$ cat src/rtl/fdiv_arb_pkg.sv
// Shared types and constants for the round-robin floating-point divider arbiter.
package fdiv_arb_pkg;

    typedef enum logic [1:0] {
        IDLE  = 2'd0,
        ISSUE = 2'd1,
        WAIT  = 2'd2,
        RESP  = 2'd3
    } arb_state_t;

    localparam int EXC_INVALID   = 4;
    localparam int EXC_INFINITE  = 3;
    localparam int EXC_OVERFLOW  = 2;
    localparam int EXC_UNDERFLOW = 1;
    localparam int EXC_INEXACT   = 0;

    localparam logic [4:0] TIMEOUT_FLAGS = 5'b10000;

    localparam int QNAN_MAX_W = 128;

    // Sign 0, exponent all ones, top stored mantissa bit set; mant_width counts the hidden bit.
    function automatic logic [QNAN_MAX_W-1:0] canonical_qnan(input int exp_width, input int mant_width);
        logic [QNAN_MAX_W-1:0] v;
        v = '0;
        for (int i = 0; i < QNAN_MAX_W; i++) begin
            if ((i >= mant_width - 1 && i < exp_width + mant_width - 1) || i == mant_width - 2)
                v[i] = 1'b1;
        end
        return v;
    endfunction

endpackage

$ cat src/rtl/fdiv_arbiter_rr_grant.sv
// Combinational round-robin picker: first requesting lane above last_grant, wrapping around.
module rr_grant #(
    parameter int NUM_REQ = 4,
    parameter int ID_W    = $clog2(NUM_REQ)
) (
    input  logic [NUM_REQ-1:0] req,
    input  logic [ID_W-1:0]    last_grant,
    output logic [NUM_REQ-1:0] grant,
    output logic [ID_W-1:0]    grant_idx,
    output logic               any
);

    logic [ID_W-1:0] idx;

    always_comb begin
        grant     = '0;
        grant_idx = '0;
        any       = 1'b0;
        idx       = '0;
        for (int off = 1; off <= NUM_REQ; off++) begin
            idx = ID_W'((int'(last_grant) + off) % NUM_REQ);
            if (!any && req[idx]) begin
                any       = 1'b1;
                grant[idx] = 1'b1;
                grant_idx = idx;
            end
        end
    end

endmodule

$ cat src/rtl/fdiv_arbiter.sv
// Shares one multi-cycle divider among NUM_REQ lanes, one transaction in flight,
// with a watchdog that cancels a divide that never returns.
module fdiv_arbiter
    import fdiv_arb_pkg::*;
#(
    parameter int exp_width  = 8,
    parameter int mant_width = 24,
    parameter int NUM_REQ    = 4,
    parameter int TIMEOUT    = 64,
    parameter int ID_W       = $clog2(NUM_REQ),
    localparam int W         = exp_width + mant_width
) (
    input  logic                 clk,
    input  logic                 rst_l,
    input  logic [2:0]           round_mode,
    input  logic [NUM_REQ-1:0]   req_valid,
    output logic [NUM_REQ-1:0]   req_ready,
    input  logic [NUM_REQ*W-1:0] req_a,
    input  logic [NUM_REQ*W-1:0] req_b,
    output logic                 resp_valid,
    input  logic                 resp_ready,
    output logic [ID_W-1:0]      resp_id,
    output logic [W-1:0]         resp_data,
    output logic [4:0]           resp_exceptions,
    output logic                 div_in_valid,
    output logic [W-1:0]         div_a,
    output logic [W-1:0]         div_b,
    output logic [2:0]           div_round_mode,
    output logic                 div_cancel,
    input  logic                 div_in_ready,
    input  logic                 div_out_valid,
    input  logic [W-1:0]         div_out,
    input  logic [4:0]           div_exceptions
);

    localparam int CNT_W = $clog2(TIMEOUT);
    localparam logic [W-1:0] QNAN = W'(canonical_qnan(exp_width, mant_width));

    arb_state_t state, next_state;

    logic [ID_W-1:0]    last_grant;
    logic [ID_W-1:0]    cur_id;
    logic [ID_W-1:0]    pick_idx;
    logic [NUM_REQ-1:0] pick_grant;
    logic               pick_any;
    logic [W-1:0]       op_a, op_b, res_data;
    logic [2:0]         op_rm;
    logic [4:0]         res_exc;
    logic [CNT_W-1:0]   wd_cnt;
    logic               timeout_hit;

    rr_grant #(
        .NUM_REQ (NUM_REQ),
        .ID_W    (ID_W)
    ) u_rr_grant (
        .req        (req_valid),
        .last_grant (last_grant),
        .grant      (pick_grant),
        .grant_idx  (pick_idx),
        .any        (pick_any)
    );

    assign timeout_hit = (wd_cnt == CNT_W'(TIMEOUT - 1));

    always_ff @(posedge clk or negedge rst_l) begin
        if (!rst_l)
            state <= IDLE;
        else
            state <= next_state;
    end

    // req_ready is gated by rst_l so every output reads zero while reset is held.
    always_comb begin
        next_state   = state;
        req_ready    = '0;
        div_in_valid = 1'b0;
        div_cancel   = 1'b0;
        resp_valid   = 1'b0;
        case (state)
            IDLE: begin
                if (pick_any) begin
                    req_ready  = rst_l ? pick_grant : '0;
                    next_state = ISSUE;
                end
            end
            ISSUE: begin
                div_in_valid = 1'b1;
                if (div_in_ready)
                    next_state = WAIT;
            end
            WAIT: begin
                if (div_out_valid) begin
                    next_state = RESP;
                end else if (timeout_hit) begin
                    div_cancel = 1'b1;
                    next_state = RESP;
                end
            end
            RESP: begin
                resp_valid = 1'b1;
                if (resp_ready)
                    next_state = IDLE;
            end
            default: next_state = IDLE;
        endcase
    end

    // Operand latch, watchdog and result capture; a real result beats a same-cycle timeout.
    always_ff @(posedge clk or negedge rst_l) begin
        if (!rst_l) begin
            last_grant <= ID_W'(NUM_REQ - 1);
            cur_id     <= '0;
            op_a       <= '0;
            op_b       <= '0;
            op_rm      <= '0;
            res_data   <= '0;
            res_exc    <= '0;
            wd_cnt     <= '0;
        end else begin
            case (state)
                IDLE: begin
                    if (pick_any) begin
                        op_a   <= req_a[pick_idx*W +: W];
                        op_b   <= req_b[pick_idx*W +: W];
                        op_rm  <= round_mode;
                        cur_id <= pick_idx;
                    end
                end
                ISSUE: begin
                    if (div_in_ready)
                        wd_cnt <= '0;
                end
                WAIT: begin
                    wd_cnt <= wd_cnt + CNT_W'(1);
                    if (div_out_valid) begin
                        res_data <= div_out;
                        res_exc  <= div_exceptions;
                    end else if (timeout_hit) begin
                        res_data <= QNAN;
                        res_exc  <= TIMEOUT_FLAGS;
                    end
                end
                RESP: begin
                    if (resp_ready)
                        last_grant <= cur_id;
                end
                default: ;
            endcase
        end
    end

    assign div_a           = op_a;
    assign div_b           = op_b;
    assign div_round_mode  = op_rm;
    assign resp_id         = cur_id;
    assign resp_data       = res_data;
    assign resp_exceptions = res_exc;

endmodule

$ cat config.mk
export PLATFORM = sky130hd
export DESIGN_NAME = fdiv_arbiter
export DESIGN_NICKNAME = d
export VERILOG_FILES = /design/src/rtl/fdiv_arb_pkg.sv /design/src/rtl/fdiv_arbiter_rr_grant.sv /design/src/rtl/fdiv_arbiter.sv
export SDC_FILE = /design/constraint.sdc
export NUM_CORES = 1
export LEC_CHECK = 0
export BUFFER_PORTS_ARGS = -buffer_cell sky130_fd_sc_hd__buf_4
export CAP_MARGIN = 20
export CORE_AREA = 2 2 163 165
export DETAILED_ROUTE_END_ITERATION = 16
export DIE_AREA = 0 0 165 167
export GPL_ROUTABILITY_DRIVEN = 0
export PLACE_DENSITY_LB_ADDON = 0.1
export SLEW_MARGIN = 20
export SYNTH_ARGS = -nofsm -noshare
export SYNTH_HDL_FRONTEND = slang
export SYNTH_HIERARCHICAL = 1
export SYNTH_SLANG_ARGS = --single-unit
$ cat constraint.sdc
create_clock -name clk -period 6.4 [get_ports clk]
set_input_delay 1.28 -clock clk [delete_from_list [all_inputs] [get_ports clk]]
set_output_delay 1.28 -clock clk [all_outputs]
set_load 0.02 [all_outputs]
# After elaboration in Yosys (flattened, before gate mapping)
# Cells that the tools add are included.
dict set report word_totals {
  reg_bits 116
  output_inout_bits 113
}
dict set report op_classes {
  add_sub_neg 5
  shift 2
  eq_ne 8
  mux 48
  bitwise_logic 3
  order_cmp 8
  reduce_logical 18
}
# operator count
set ops {}
lappend ops {{variable part select 128 x 8 -> 32 bit} 2}
lappend ops {{two-way mux 32 bit} 2}
lappend ops {{two-way mux 4 bit} 7}
lappend ops {{two-way mux 2 bit} 9}
lappend ops {{two-way mux 1 bit} 17}
lappend ops {{less-than comparator 2 x 3 -> 1 bit, second input constant} 4}
lappend ops {{bitwise OR 4 bit} 3}
lappend ops {{case mux 6 bit (2 select lines)} 1}
lappend ops {{two-way mux 5 bit} 2}
lappend ops {{binary-select mux 1 bit (select 2 bit)} 4}
lappend ops {{demux 1 bit (select 2 bit)} 4}
lappend ops {{greater-or-equal comparator 2 x 1 -> 1 bit, second input constant} 4}
lappend ops {{case mux 2 bit (4 select lines)} 1}
lappend ops {{AND reduction 2 bit} 4}
lappend ops {{logical AND 1 bit} 7}
lappend ops {{adder 6 x 1 -> 6 bit, second input constant} 1}
lappend ops {{equality test 6 bit, second input constant} 1}
lappend ops {{two-way mux 6 bit} 1}
lappend ops {{inequality test 2 bit, second input constant} 3}
lappend ops {{adder 2 x 1 -> 2 bit, second input constant} 2}
lappend ops {{adder 2 bit, second input constant} 2}
lappend ops {{equality test 2 bit, second input constant} 2}
lappend ops {{AND reduction 4 bit} 1}
lappend ops {{nonzero test 2 bit} 2}
lappend ops {{4 further kinds} 6}

# Logic depth before layout (Yosys ltp)
# Gate-level depths: netlist (run 1).
dict set report logic_depth {
  ltp_word 16
  mapped_depth 12
  depth_no_buf 8
}

# Hierarchy
# The synthesis (run 1) kept the hierarchy.
# mod cells_per_inst n_inst area_per_inst_um2 seq_area_each_um2
set modules_own_cells {}
lappend modules_own_cells {fdiv_arbiter 384 1 6119.6 2905.3}
lappend modules_own_cells {rr_grant 68 1 525.5 0.0}

# Worst setup path after synthesis (run 1)
# Ideal clock, no wire load.
dict set report synth_timing {
  path_kind {input port to output port}
  startpoint {input port req_valid[0]}
  endpoint {output port req_ready[0]}
  path_slack_ns 2.549
  arrival_ns 2.571
  path_stages 5
  n_path_buf 1
  cell_sequence {buf_6 mux4_2 a211oi_4 a221o_1 and3_1}
}
dict set report synth_via {
  elab_chain_cells 15
}
# element line_no
set synth_rtl {}
lappend synth_rtl {{from (decl)} fdiv_arbiter.sv:16} ;# input logic [NUM_REQ-1:0] req_valid,
lappend synth_rtl {{binary-select mux 1 bit (select 2 bit)} fdiv_arbiter_rr_grant.sv:22} ;# if (!any && req[idx]) begin
lappend synth_rtl {{two-way mux 1 bit (implied by the code)} fdiv_arbiter_rr_grant.sv:22}
lappend synth_rtl {{two-way mux 1 bit} fdiv_arbiter_rr_grant.sv:22}
lappend synth_rtl {{zero test 1 bit} fdiv_arbiter_rr_grant.sv:22}
lappend synth_rtl {{logical AND 1 bit} fdiv_arbiter_rr_grant.sv:22}
lappend synth_rtl {{two-way mux 1 bit} fdiv_arbiter_rr_grant.sv:22}
lappend synth_rtl {{zero test 1 bit} fdiv_arbiter_rr_grant.sv:22}
lappend synth_rtl {{logical AND 1 bit} fdiv_arbiter_rr_grant.sv:22}
lappend synth_rtl {{two-way mux 1 bit} fdiv_arbiter_rr_grant.sv:22}
lappend synth_rtl {{zero test 1 bit} fdiv_arbiter_rr_grant.sv:22}
lappend synth_rtl {{logical AND 1 bit} fdiv_arbiter_rr_grant.sv:22}
lappend synth_rtl {{two-way mux 4 bit (*)} fdiv_arbiter_rr_grant.sv:22}
lappend synth_rtl {{via pick_grant[0]} fdiv_arbiter.sv:44} ;# logic [NUM_REQ-1:0] pick_grant;
lappend synth_rtl {{two-way mux 4 bit (*)} fdiv_arbiter.sv:82} ;# req_ready = rst_l ? pick_grant : '0;
lappend synth_rtl {{two-way mux 4 bit (*)} fdiv_arbiter.sv:81} ;# if (pick_any) begin
lappend synth_rtl {{two-way mux 4 bit (*)} fdiv_arbiter.sv:79} ;# case (state)
lappend synth_rtl {{to (decl)} fdiv_arbiter.sv:17} ;# output logic [NUM_REQ-1:0] req_ready,
# The timed path passes the listed nets; every way through them passes the cells marked *. The select of a mux whose other input is x is not followed.

# Worst setup path in the final report (run 1)
dict set report layout_timing {
  startpoint {register last_grant[0]}
  endpoint {output port req_ready[0]}
}
dict set report layout_via {
  elab_chain_cells 16
}
# element line_no
set layout_rtl {}
lappend layout_rtl {{from (decl)} fdiv_arbiter.sv:41} ;# logic [ID_W-1:0] last_grant;
lappend layout_rtl {{from (signal assigned)} fdiv_arbiter.sv:111} ;# last_grant <= ID_W'(NUM_REQ - 1);
lappend layout_rtl {{from (signal assigned)} fdiv_arbiter.sv:145} ;# last_grant <= cur_id;
lappend layout_rtl {{parallel branches: the longest is 12 deep, another holds less-than comparator 2 x 3 -> 1 bit} -}
lappend layout_rtl {{two-way mux 4 bit (*)} fdiv_arbiter_rr_grant.sv:22}
lappend layout_rtl {{via pick_grant[0]} fdiv_arbiter.sv:44}
lappend layout_rtl {{two-way mux 4 bit (*)} fdiv_arbiter.sv:82}
lappend layout_rtl {{two-way mux 4 bit (*)} fdiv_arbiter.sv:81}
lappend layout_rtl {{two-way mux 4 bit (*)} fdiv_arbiter.sv:79}
# Mark *: on every way through the listed nets, which the timed path passes. The select of a mux whose other input is x is not followed.

==> results.cfg, run 1 <==
[worst_setup_path]
crit_fanout = 17
path_cells = inv_2, ha_1, mux2i_4, o21ai_1, a221o_1, and3_1, buf_4
startpoint_type = flip-flop
crit_path_max_incr_delay_ns = 0.74
crit_path_top_delay_cell = dfstp_2
worstPathArrival_ns = 3.00
cp-end-kind = output pin
worstSetupPathType = flip-flop to output pin
cp.required_ns = 5.12

[grt]
grt_pass1_wl_um = 39800
grt.overflow.total = 0
grt_max_degree = 70
first_global_vias = 6484
antenna_found_initial = 2
grt_usage = 0.196

[power]
ir_drop_mv = 0.305
p_leak_uw = 0.00489
power_density_nw_per_um2 = 540

[sta]
drv_slew = 0
min_period_over_period = 0.668
slew_headroom = 0.263
hold_viol = 0
tns_ns = 0
fin_crit_ns = 4.28
rsz0062_at_grt = no
clock_skew_ns = 0.00972
worstMarginPinSlew_ns = 1.11
fmax_ghz = 0.234
setup-violations-final = 0
hold_ws_ns = 0.495

[logic_synthesis]
synth_compound_area_frac = 0.0953
synth_commonest_cells = dfrtp_1 (114), mux2_2 (71), mux4_2 (65)
synth_top_family_by_area = multiplexers
syn-cell-area_um2 = 6650
synth-edff-count = 0
yosysMostFrequentCell = dfrtp_1
synth_fa_ha_area_frac = 0.0264
syn_avg_cell_area_um2 = 14.7
synthTopCellsByArea = dfrtp_1 (43%), mux4_2 (22%), mux2_2 (12%), a22o_1 (3.6%), ha_1 (2.6%)
synth_xor_area_frac = 0.00132
syn_inst = 452
synth_cell_type_count = 50
yosys.area.top_type_share = 0.429
syn-num-nets = 771
ys.flop_type = dfrtp_1
ys_seq_elements = 116
synth_mux_area_frac = 0.354
synth_area_leader_cell = dfrtp_1
ys_seq_area_frac = 0.437
synth-async-reset-ratio = 1.00
yosys_warnings = 6
synth-simple-area-share = 0.0403

[drt]
drc = 0
final_antenna_net_count = 0
vias = 5911
wirelength_um = 27200
routedWlPerCell_um = 22.6
dr.pass1.iters = 4
drt_iter0_drc = 252
via_per_inst = 4.91

[clocking]
cts_tree = yes
ctsResizeCount = 0
cts_hold_buf = 0
cts.clk_slew.worst_paths_ns = 0.07
htree_levels = 4
cts_root_buf = clkbuf_16
insertion_delay_ns = 0.42
cts_buffer_depth = 2
cts_setup_buffers = 0
clkSinkCount = 116
cts_made_buffers = 17

[floorplan]
coreArea_um2 = 25800
std_cell_rows = 59
dieArea_um2 = 27600
fp.dieH_um = 167
initial_utilization = 0.258
num_io_pins = 418
die_width_um = 165

[hold_path]
hp-class = flip-flop to flip-flop

[placement]
port_buffers = 417
placed_area_um2 = 9980
hpwl_um = 21100

[run_status]
outcome = finished clean

[cells_and_area]
nFillCells = 2486
drive_above_1_share = 0.695
final_cell_area_um2 = 10600
num-nets-final = 1174
synthToLayoutAreaGrowth_pct = 59.2

[run]
cap_violations = 0
## flip-flops by register name, indices dropped and copies added, names as in the netlist
name,count
div_a,32
div_b,32
div_round_mode,3
last_grant,2
resp_data,32
resp_exceptions,5
resp_id,2
state,2
wd_cnt,6
## stage by stage
step	setup WS [ns]	cells	total power, uW	util
2_1_floorplan	2.55	452	3710	-
6_report	2.12	1205	5710	0.411
3_5_place_dp	1.81	1171	4800	0.387
5_1_grt	1.98	1204	6070	0.410
3_3_place_gp	1.91	1171	4730	0.387
4_1_cts	2.11	1203	5800	0.410
## final cells by class
| type | instances | area, um^2 | area share |
|---|---|---|---|
| clock inverter | 15 | 170 | 0.0161 |
| tap | 335 | 419 | 0.0396 |
| inverter | 10 | 37.5 | 0.00355 |
| antenna | 2 | 5.00 | 0.000473 |
| multi-input combinational | 290 | 3450 | 0.326 |
| sequential | 116 | 2910 | 0.275 |
| clock buffer | 17 | 425 | 0.0402 |
| timing repair buffer | 420 | 3170 | 0.299 |
## kinds of logic (layout without fill, tap and decap cells)
logic type      count (synthesis)  after routing
simple gates                   55             55
flops                         116            116
fa+ha+maj                      14             14
xor+xnor                        1              1
other cells                     0              2
mux                           143            143
compound gates                 77             77
buf+inv                        46            462
## worst paths after layout
check                               from       endpoint  slack (ns)  depth (start not counted)
max in group asynchronous          rst_l      wd_cnt[2]        4.02                          2
min in group asynchronous          rst_l      div_a[18]        0.91                          1
min reg2reg                resp_data[24]  resp_data[24]        0.49                          1
min                        resp_data[24]  resp_data[24]        0.49                          1
max                        last_grant[0]   req_ready[0]        2.12                          7
max reg2reg                last_grant[0]      div_a[24]        2.54                          8
## where the power goes
group	total (uW)	leakage (uW)	internal (uW)	switching, uW
registers	1350	0.00138	1110	237
clock network	980	0.000281	584	396
logic	3380	0.00323	1750	1630
total	5710	0.00489	3440	2270
## critical path: cells and delay by family, from the launching register on
kind	cells	cell delay, ns
AND/OR/NAND/NOR	1	0.18
flip-flops	1	0.74
AO/OA/AOI/OAI	2	0.40
buffers and inverters	2	0.30
multiplexers	1	0.40
adder cells (fa/ha/maj)	1	0.55
## placed cells by master (no fill, tap or decap), drive strengths merged, types with 4 or more instances in the layout
cell	netlist	layout
a221o	4	4
ha	14	14
dfrtp	114	114
buf	27	420
inv	10	17
nor2	13	13
clkinvlp	0	4
mux2	72	72
nand2	17	17
nand3	7	7
o31a	4	4
a22o	27	27
and3	5	5
a21oi	5	5
o22a	11	11
o21ai	12	12
mux4	65	65
mux2i	6	6
clkbuf	9	17
## routing by layer
layer  GRT usage  share of wire  routed length [um]
met5           0              0                   0
met4      0.0851          0.036                 992
met3      0.0511          0.070                1920
met2       0.359           0.54               14600
met1       0.208           0.36                9690
No activity file was read; power rests on OpenSTA's default activity.
==> run 2: changes to the inputs <==
--- a/config.mk
+++ b/config.mk
@@ -7,9 +7,9 @@
 export LEC_CHECK = 0
 export BUFFER_PORTS_ARGS = -buffer_cell sky130_fd_sc_hd__buf_4
 export CAP_MARGIN = 20
-export CORE_AREA = 2 2 163 165
+export CORE_AREA = 2 2 164 166
 export DETAILED_ROUTE_END_ITERATION = 16
-export DIE_AREA = 0 0 165 167
+export DIE_AREA = 0 0 166 168
 export GPL_ROUTABILITY_DRIVEN = 0
 export PLACE_DENSITY_LB_ADDON = 0.1
 export SLEW_MARGIN = 20
==> constraint.sdc (replaced) <==
create_clock -name clk -period 3.83 [get_ports clk]
set_input_delay 0.766 -clock clk [delete_from_list [all_inputs] [get_ports clk]]
set_output_delay 0.766 -clock clk [all_outputs]
set_load 0.02 [all_outputs]
==> results.cfg, run 2 (same netlist as run 1, synthesis figures left out) <==
[floorplan]
dieArea_um2 = 27900
fp.dieH_um = 168
num_io_pins = 418
initial_utilization = 0.252
coreArea_um2 = 26400
std_cell_rows = 60
die_width_um = 166

[sta]
tns_ns = 0
setup-violations-final = 0
worstMarginPinSlew_ns = 1.02
fin_crit_ns = 3.61
hold_viol = 0
drv_slew = 0
slew_headroom = 0.318
clock_skew_ns = 0.0153
rsz0062_at_grt = no
fmax_ghz = 0.277
min_period_over_period = 0.943
hold_ws_ns = 0.149

[clocking]
cts_buffer_depth = 2
insertion_delay_ns = 0.41
cts_setup_buffers = 0
htree_levels = 4
cts_root_buf = clkbuf_16
cts_made_buffers = 17
cts_tree = yes
cts.clk_slew.worst_paths_ns = 0.06
clkSinkCount = 116

[grt]
first_global_vias = 6126
grt_pass1_wl_um = 38500
grt.overflow.total = 0
antenna_found_initial = 1
grt_max_degree = 61
grt_usage = 0.181

[worst_setup_path]
path_cells = inv_1, ha_2, mux2i_4, o21ai_1, a221o_1, and3_1, buf_4
cp-end-kind = output pin
startpoint_type = flip-flop
crit_path_max_incr_delay_ns = 0.66
crit_fanout = 11
critical_path_buf_inv_count = 2
critical_path_depth = 7
cp_top_family = flip-flops
crit_path_top_delay_cell = dfstp_2
worstSetupPathType = flip-flop to output pin
worstPathArrival_ns = 2.85
rr_worst_depth = 8
cp.required_ns = 3.06

[placement]
port_buffers = 417
hpwl_um = 20300
placed_area_um2 = 10000

[drt]
drc = 0
final_antenna_net_count = 0
vias = 5824
wirelength_um = 25600
dr.pass1.iters = 5
routedWlPerCell_um = 21.1
via_per_inst = 4.79
drt_iter0_drc = 274

[power]
ir_drop_mv = 0.711
p_leak_uw = 0.00492
power_density_nw_per_um2 = 901

[cells_and_area]
nFillCells = 2544
layout_commonest_cell = buf_4
num-nets-final = 1178
final_cell_area_um2 = 10700
seq_area_um2 = 2910
synthToLayoutAreaGrowth_pct = 60.3
final_cell_mix = buf_4 (421), dfrtp_1 (114), mux2_2 (71), mux4_2 (65), a22o_1 (27)
multi_input_area_um2 = 3450
drive_above_1_share = 0.695

[run_status]
outcome = finished clean

[hold_path]
hp-class = primary input to asynchronous set/reset pin

[run]
cap_violations = 0
==> run 2: cell types whose count changed in the layout (fill, tap and decap cells not counted), sizes merged <==
| cell | change |
|---|---|
| bufinv | +1 |
| clkbuf | +2 |
| buf | +4 |
| inv | -2 |
| clkinv | +1 |
| clkinvlp | -2 |
==> run 2: layout make-up <==
class                   instances  share of cell area
repair buffers                424               0.302
well taps                     341              0.0400
flip-flops and latches        116               0.273
diodes                          2            0.000470
clock inverters                13              0.0161
clock buffers                  19              0.0406
multi-input cells             290               0.324
inverters                      10             0.00352
==> run 2: worst paths after layout <==
check | end | slack [ns] | from
worst max register to register | div_a[17] | 0.46 | last_grant[1]
max in group asynchronous | div_b[22] | 1.93 | rst_l
worst min-delay path | div_a[6] | 0.15 | rst_l
min in group clk | resp_data[23] | 0.49 | resp_data[23]
worst min register to register | resp_data[23] | 0.49 | resp_data[23]
worst max-delay path | req_ready[2] | 0.22 | last_grant[1]
==> run 2: routing by layer <==
layer,track usage,part of all wire
met2,0.312,0.52
met4,0.0726,0.032
met1,0.217,0.38
met5,0,0
met3,0.0465,0.062
==> run 2: power breakdown <==
group / internal (uW) / switching (uW)
registers: 1860 / 398
logic: 2980 / 2700
clock network: 1040 / 621
==> run 2: timing repair <==
item	CTS	global route
hold buffers	0	0
setup endpoints to repair	0	4
resized for setup	0	2
==> run 2: metrics by stage <==
stage / power [uW] / worst slack, ns / cells / util
after floorplan: 6200 / 0.754 / 452 / -
after global placement: 7950 / 0.466 / 1181 / 0.381
after detailed placement: 8030 / 0.400 / 1181 / 0.381
after CTS: 9750 / 0.0525 / 1213 / 0.404
after global routing: 10200 / 0.0502 / 1214 / 0.404
final: 9600 / 0.218 / 1215 / 0.404
